--- config.mk ---
export PLATFORM = sky130hd
export DESIGN_NAME = resp_reader
export DESIGN_NICKNAME = d
export VERILOG_FILES = /design/src/rtl/resp_reader.sv
export SDC_FILE = /design/constraint.sdc
export NUM_CORES = 2
export LEC_CHECK = 0
export BUFFER_PORTS_ARGS = -buffer_cell sky130_fd_sc_hd__buf_2
export CAP_MARGIN = 10
export CORE_AREA = 2 2 210 212
export CTS_BUF_LIST = sky130_fd_sc_hd__clkbuf_2
export DETAILED_ROUTE_END_ITERATION = 7
export DIE_AREA = 0 0 212 214
export MAX_ROUTING_LAYER = met4
export PLACE_DENSITY = 0.8
export SKIP_LAST_GASP = 1
export SYNTH_ARGS = -nofsm -noshare
export SYNTH_HDL_FRONTEND = slang
export SYNTH_SLANG_ARGS = --single-unit
--- constraint.sdc ---
create_clock -name clk_50m -period 3.2 [get_ports clk_50m]
set_input_delay 0.32 -clock clk_50m [delete_from_list [all_inputs] [get_ports clk_50m]]
set_output_delay 0.32 -clock clk_50m [all_outputs]
set_load 0.01 [all_outputs]
--- src/rtl/resp_reader.sv ---
// Read-back engine for the learned frequency-response RAM.
// Streams each stored sample with its index and power over valid/ready.
module resp_reader #(
    parameter int NUM_POINTS = 2751,
    parameter int ADDR_W     = 12
) (
    input  logic                     clk_50m,
    input  logic                     rst_n,
    input  logic                     start,
    input  logic                     learn_done,
    output logic                     rd_en,
    output logic [ADDR_W-1:0]        rd_addr,
    input  logic signed [15:0]       rd_real,
    input  logic signed [15:0]       rd_imag,
    output logic                     m_valid,
    input  logic                     m_ready,
    output logic signed [15:0]       m_real,
    output logic signed [15:0]       m_imag,
    output logic [31:0]              m_power,
    output logic [ADDR_W-1:0]        m_index,
    output logic                     m_last,
    output logic                     busy,
    output logic                     done
);

    localparam logic [ADDR_W-1:0] LAST_ADDR = ADDR_W'(NUM_POINTS - 1);

    typedef enum logic [1:0] {
        IDLE,
        READ,
        DRAIN
    } state_t;

    typedef struct packed {
        logic [15:0]       re;
        logic [15:0]       im;
        logic [31:0]       pw;
        logic [ADDR_W-1:0] idx;
        logic              last;
    } ent_t;

    state_t            state;
    state_t            state_nx;
    logic              done_nx;
    logic              ret_q;
    logic [ADDR_W-1:0] ret_idx;
    logic [1:0]        cnt;
    ent_t              head_q;
    ent_t              tail_q;
    ent_t              new_ent;
    logic              pop;
    logic              push;
    logic              abort;
    logic [2:0]        pend;
    logic signed [31:0] sq_re;
    logic signed [31:0] sq_im;

    assign busy    = (state != IDLE);
    assign m_valid = (cnt != 2'd0);
    assign m_real  = head_q.re;
    assign m_imag  = head_q.im;
    assign m_power = head_q.pw;
    assign m_index = head_q.idx;
    assign m_last  = head_q.last;

    assign pop   = m_valid & m_ready;
    assign abort = busy & ~learn_done;
    assign push  = ret_q & ~abort;

    // Slot freed by this cycle's pop is already usable, keeping full throughput.
    assign pend  = 3'(cnt) + 3'(ret_q) - 3'(pop);
    assign rd_en = (state == READ) & learn_done & (pend < 3'd2);

    // Squares of signed 16-bit values never exceed 2^30, so the sum fits.
    assign sq_re = rd_real * rd_real;
    assign sq_im = rd_imag * rd_imag;

    always_comb begin
        new_ent      = '0;
        new_ent.re   = rd_real;
        new_ent.im   = rd_imag;
        new_ent.pw   = unsigned'(sq_re) + unsigned'(sq_im);
        new_ent.idx  = ret_idx;
        new_ent.last = (ret_idx == LAST_ADDR);
    end

    always_comb begin
        state_nx = state;
        done_nx  = 1'b0;
        unique case (state)
            IDLE: begin
                if (start & learn_done & ~done) state_nx = READ;
            end
            READ: begin
                if (rd_en && rd_addr == LAST_ADDR) state_nx = DRAIN;
            end
            DRAIN: begin
                state_nx = DRAIN;
            end
            default: state_nx = IDLE;
        endcase
        if (busy & pop & m_last) begin
            state_nx = IDLE;
            done_nx  = 1'b1;
        end
        if (abort) begin
            state_nx = IDLE;
            done_nx  = 1'b0;
        end
    end

    always_ff @(posedge clk_50m or negedge rst_n) begin
        if (!rst_n) begin
            state   <= IDLE;
            done    <= 1'b0;
            rd_addr <= '0;
            ret_q   <= 1'b0;
            ret_idx <= '0;
        end else begin
            state   <= state_nx;
            done    <= done_nx;
            ret_q   <= rd_en;
            ret_idx <= rd_addr;
            if (state_nx == IDLE) begin
                rd_addr <= '0;
            end else if (rd_en && rd_addr != LAST_ADDR) begin
                rd_addr <= rd_addr + 1'b1;
            end
        end
    end

    always_ff @(posedge clk_50m or negedge rst_n) begin
        if (!rst_n) begin
            cnt    <= 2'd0;
            head_q <= '0;
            tail_q <= '0;
        end else if (abort) begin
            cnt <= 2'd0;
        end else begin
            unique case (cnt)
                2'd0: begin
                    if (push) begin
                        head_q <= new_ent;
                        cnt    <= 2'd1;
                    end
                end
                2'd1: begin
                    if (push & pop) begin
                        head_q <= new_ent;
                    end else if (pop) begin
                        cnt <= 2'd0;
                    end else if (push) begin
                        tail_q <= new_ent;
                        cnt    <= 2'd2;
                    end
                end
                2'd2: begin
                    if (pop) begin
                        head_q <= tail_q;
                        if (push) tail_q <= new_ent;
                        else cnt <= 2'd1;
                    end
                end
                default: cnt <= 2'd0;
            endcase
        end
    end

endmodule

; ---- After elaboration in Yosys (flattened, before gate mapping)
; Cells that the tools add are included.
[op_classes]
order_cmp = 1
n_bitwise = 13
eq_ne = 17
n_reduce_logical = 13
n_addsub = 4
multipliers = 2
mux = 26
[ops]
columns = operator, n
row1 = 77-bit two-way mux, 7
row2 = 77-bit case mux with 3 select lines, 1
row3 = 77-bit case mux with 2 select lines, 1
row4 = 16-bit by 16-bit multiplier with 32-bit output, 2
row5 = 32-bit adder, 1
row6 = "12-bit equality test, second input constant", 2
row7 = 12-bit two-way mux, 2
row8 = 2-bit two-way mux, 11
row9 = 5-bit AND reduction, 3
row10 = "12-bit by 1-bit adder with 12-bit output, second input constant", 1
row11 = "12-bit inequality test, second input constant", 1
row12 = "3-bit inequality test, second input constant", 4
row13 = 2-bit case mux with 3 select lines, 2
row14 = 1-bit AND, 10
row15 = "2-bit inequality test, second input constant", 5
row16 = 2-bit nonzero test, 4
row17 = 2-bit logical NOT, 3
row18 = "2-bit by 1-bit equality test with 1-bit output, second input constant", 2
row19 = "2-bit equality test, second input constant", 2
row20 = "4-bit inequality test, second input constant", 1
row21 = 2-bit by 1-bit adder with 3-bit output, 1
row22 = "3-bit by 2-bit less-than comparator with 1-bit output, second input constant", 1
row23 = 1-bit inverter, 3
row24 = 3-bit nonzero test, 1
row25 = other kinds (3), 5
[totals]
inputBits = 37
wordCells = 92
reg_bits = 184
out_inout_bits = 93

; ---- Longest topological paths before layout
[depth]
word_depth = 12
depth_mapped = 28
ltp_nobuf = 26

; ---- Worst setup path before layout
; Ideal clock, no wire load.
[synth_path]
path_kind = input to register
startpoint = in rd_real[2]
endpoint = reg tail_q[42] (netlist name)
required_ns = 3.075
stages = 25
setup_ns = 0.125
setup_slack_ns = -3.946
arrival_ns = 7.021
cell_sequence = clkbuf_1 > buf_1 > nand2_1 > inv_1 > fa_1 > fa_1 > fa_1 > inv_1 > fa_1 > inv_1 > fa_1 > inv_1 > fa_1 > fa_1 > fa_1 > inv_1 > ha_1 > a21o_1 > a21o_1 > a221o_1 > nand2_1 > nand3_1 > a21oi_1 > xnor2_1 > mux2_2
[synth_between]
elab_chain_cells = 6
elab_cells_between_ends = 7
cone_classes = add/sub: 1 / mul: 1 / mux: 5
[synth_rtl]
columns = item, line
row1 = "start, declared", 13  ; input logic signed [15:0] rd_real,
row2 = 16-bit by 16-bit multiplier with 32-bit output (*), 75  ; assign sq_re = rd_real * rd_real;
row3 = 32-bit adder (*), 82  ; new_ent.pw = unsigned'(sq_re) + unsigned'(sq_im);
row4 = 77-bit two-way mux (*), "152, 160"
row5 = 77-bit two-way mux, 150  ; end else if (pop) begin
row6 = 77-bit two-way mux, 148  ; if (push & pop) begin
row7 = 77-bit case mux with 2 select lines (*), 140  ; unique case (cnt)
row8 = "end signal, assigned", 153  ; tail_q <= new_ent;
row9 = "end signal, assigned", 160  ; if (push) tail_q <= new_ent;
row10 = "end, declared", 49  ; ent_t tail_q;
; Mark *: on every way between the ends. The rest lies on a longest branch, timed or not. The select of a mux whose other input is x is not followed.
; A chain may end at the register's enable or synchronous reset.

; ---- Worst setup path in the final report
[layout_path]
startpoint = in rd_real[7]
endpoint = reg head_q (netlist bit m_power[28])
[layout_between]
elab_chain_cells = 4
elab_cells_between_ends = 5
cone_classes = add/sub: 1 / mul: 1 / mux: 3
[layout_rtl]
columns = item, line
row1 = 16-bit by 16-bit multiplier with 32-bit output (*), 75
row2 = 32-bit adder (*), 82
row3 = 77-bit two-way mux (on tied branches), "148, 142"
row4 = 77-bit case mux with 3 select lines (*), 140
row5 = "end signal, assigned", 143  ; head_q <= new_ent;
row6 = "end signal, assigned", 149  ; head_q <= new_ent;
row7 = "end signal, assigned", 159  ; head_q <= tail_q;
row8 = "end, declared", 48  ; ent_t head_q;
; Marked as above.

==> results.ini <==
[sta]
hold_violations=0
fin_crit_sh_pct=194
rsz0062_at_grt=yes
worstMarginPinSlew_ns=0.822
postLayoutSetupSlackWorst_ns=-3.02
tns_ns=-131.25
skew_ns=0.0644
maxSlewHeadroom_pct=45.2
max_freq_mhz=161
setup_viol=55
drv_slew=0
fin_crit_ns=6.22

[cts]
cts_buffers=17
cts_max_path_buffers=2
h-tree-depth=4
clk_pin_slew_ns=0.36
cts_sinks=184
clockRootBuffer=clkbuf_2
clk-insertion-delay-late_ns=0.88
cts_tree=built

[global_routing]
grt_max_degree=108
grt_pass1_wl_um=110000
antenna_found_initial=1
grt_pass1_vias=21900
grt_overflow=0
grt.total_usage_pct=32.2

[synthesis]
synth-xor-area-share_pct=2.41
synth_compound_gate_area_share_pct=5.79
yosys_warnings=0
synth_nets=3225
synth_area_per_cell_um2=9.96
yosys.area.top_type_share_pct=41.7
ys_types=54
synth_area_leaders=fa_1, dfrtp_1, inv_1
muxShareOfSynthArea_pct=3.53
yosysTopAreaCell=fa_1
synth_area_um2=25000
synthSimpleGateAreaFrac_pct=9.64
synthCells=2515
ys_ff_latch=184
synthFlopType=dfrtp_1
seq_area_frac_synth_pct=18.4
synth_top_family_by_area=adder cells
synthArstFlopShare_pct=100
yosys.area_share.adder_pct=49.3
synth_edf_count=0

[hold_path]
hold_class=in -> async

[setup_path]
end_kind=flop
crit_slowest_cell=fa_2
cp.arrival_ns=7.03
crit-reg2reg-launch=cnt[0]
crit_required_ns=4.01
path_max_fanout=6
rr_endpoint=rd_addr[1]
criticalPathCategory=in -> reg
rr_worst_depth=12
critPathMaxStageDelay_ns=0.60
path_common_cell=fa_1
r2r_slack_ns=0.15
startpoint_type=input port
cp_cell_sequence=buf_12 -> inv_1 -> buf_4 -> fa_1 -> inv_1 -> fa_1 -> inv_1 -> fa_1 -> inv_1 -> fa_1 -> fa_1 -> fa_2 -> fa_1 -> fa_2 -> ha_4 -> nand3_1 -> o211ai_1 -> a21o_1 -> a211oi_4 -> o211ai_1 -> a31oi_2 -> xor2_1 -> o21ai_1 -> o21a_1

[die]
dieArea_um2=45400
core_um2=42900
io_pins=130
die_h_um=214
initial_core_util_pct=58.4
die_w_um=212
num_rows=76

[route]
postRouteAntennaNets=0
drc_errors=0
wire_per_inst_um=19.8
wl_met1_um=24900
dr_wl_met3_um=3750
wl_um=70600
wl_met2_um=37800
viasPerCell=5.46
drtPass1Iterations=5
drt_iter0_drc=1534
vias=19500
dr.max_layer_used=met4

[placement]
place_congestion=0.939
numPortBuffers=129
dpl.hpwl_um=51900
dpl.cell_count=3444

[layout]
post-route-util_pct=73.0
final_layout_size_suffix_gt1_share_pct=28.3
instances_no_fill=3570
nets=3681
syn2layout_area_growth_pct=24.9

[outcome]
outcome=finished with violations
violations=setup timing

[flow_run]
drv_cap=0

## per-layer routing
| layer | global-route usage [%] | up-vias |
|---|---|---|
| li1 | - | 8371 |
| met5 | - | - |
| met1 | 37.2 | 10000 |
| met3 | 4.12 | 308 |
| met2 | 55.6 | 779 |
| met4 | 15.4 | 0 |
## cells by family (layout without fill, tap and decap cells)
logic type / Yosys count / after routing
DFF: 184 / 184
muxes: 83 / 83
buffers and inverters: 730 / 1199
adders and majority gates: 673 / 673
and+or+nand+nor: 528 / 528
AOI/OAI and AO/OA: 247 / 247
xor gates and xnor gates: 69 / 69
other: 1 / 2
## per-stage QoR
stage          hold slack, ns  instance area [um^2]  worst slack [ns]
3_5_place_dp            0.459                 28800             -4.03
3_3_place_gp            0.455                 28800             -3.93
2_1_floorplan          0.0244                 25600             -3.67
5_1_grt                0.0189                 31300             -3.08
6_report               0.0324                 31300             -3.02
4_1_cts                0.0133                 30700             -2.81
## registers in the layout, indices dropped and copies added (netlist names)
name / flops
cnt: 2
done: 1
m_imag: 16
m_index: 12
m_last: 1
m_power: 32
m_real: 16
rd_addr: 12
ret_idx: 12
ret_q: 1
state: 2
tail_q: 77
## worst max-delay path by stage
stage	startpoint	to	slack [ns]	depth (start not counted)
after floorplan	rd_real[4]	tail_q[44]	-3.67	25
after global placement	rd_imag[10]	m_power[28]	-3.93	26
after detailed placement	rd_imag[15]	m_power[28]	-4.03	22
after CTS	rd_real[13]	m_power[28]	-2.81	25
after global routing	rd_real[9]	m_power[28]	-3.08	25
final	rd_real[7]	m_power[28]	-3.02	24
## placed cells by master (no fill, tap or decap), types with 13 or more instances in the layout
cell and count:
inv_2 50, and2_1 75, nand2_4 15, o21ai_1 35
a21oi_2 16, and2_4 19, ha_4 34, xnor2_1 37
a21oi_1 39, dlygate4sd3_1 26, nand2_1 235, buf_2 99
o21ai_0 75, clkbuf_2 17, nand2b_1 13, nor2b_1 14
nor2_1 76, a21o_1 18, dfrtp_1 184, nand3_1 13
buf_12 20, ha_1 115, buf_4 321, xor2_1 21
fa_1 488, mux2_2 40, fa_2 34, mux2i_1 40
inv_1 582, buf_6 49, nand2_2 14
## final cells by class
class | count | area (um^2)
diodes | 1 | 2.50
clock buffers | 17 | 85.1
clock inverters | 15 | 213
fillers | 2647 | 11600
inverters | 638 | 2410
multi-input cells | 1601 | 18900
flip-flops and latches | 184 | 4600
well taps | 585 | 732
repair buffers | 529 | 4350
## Yosys cell counts, drive strengths merged, types with 2 or more instances
master and number:
inv 636, fa 522, nand2 264, dfrtp 184, ha 151, o21ai 123
and2 96, nor2 92, clkbuf 80, a21oi 62, xnor2 44, mux2 42
mux2i 41, xor2 25, a21o 18, nand3 17, nor2b 16, nand2b 14
buf 12, o211ai 9, o21a 7, a211oi 6, or2 6, and3 5
nor3 5, a31o 4, nand4 4, o21bai 4, a31oi 3, a21boi 2
and4 2, clkinv 2, nor3b 2, nor4bb 2, o211a 2
## timing repair
item                                    4_1_cts  5_1_grt
pin swaps                                   160      101
endpoints found under the setup margin       67       67
buffers inserted                             43       29
endpoints found under the hold margin       142        1
gates resized for setup                     258      118
cloned                                        1        1
hold buffers                                 25        1
## worst max-delay path, delay by kind of cell
family                   cells  cell delay, ns
XOR/XNOR                     1            0.22
adder cells (fa/ha/maj)      9            4.45
AND/OR/NAND/NOR              1            0.10
AO/OA/AOI/OAI                7            1.34
buffers and inverters        6            0.58
Power is not shown: default switching activity piles up to over one toggle a cycle in this logic, so the estimate is an artifact.
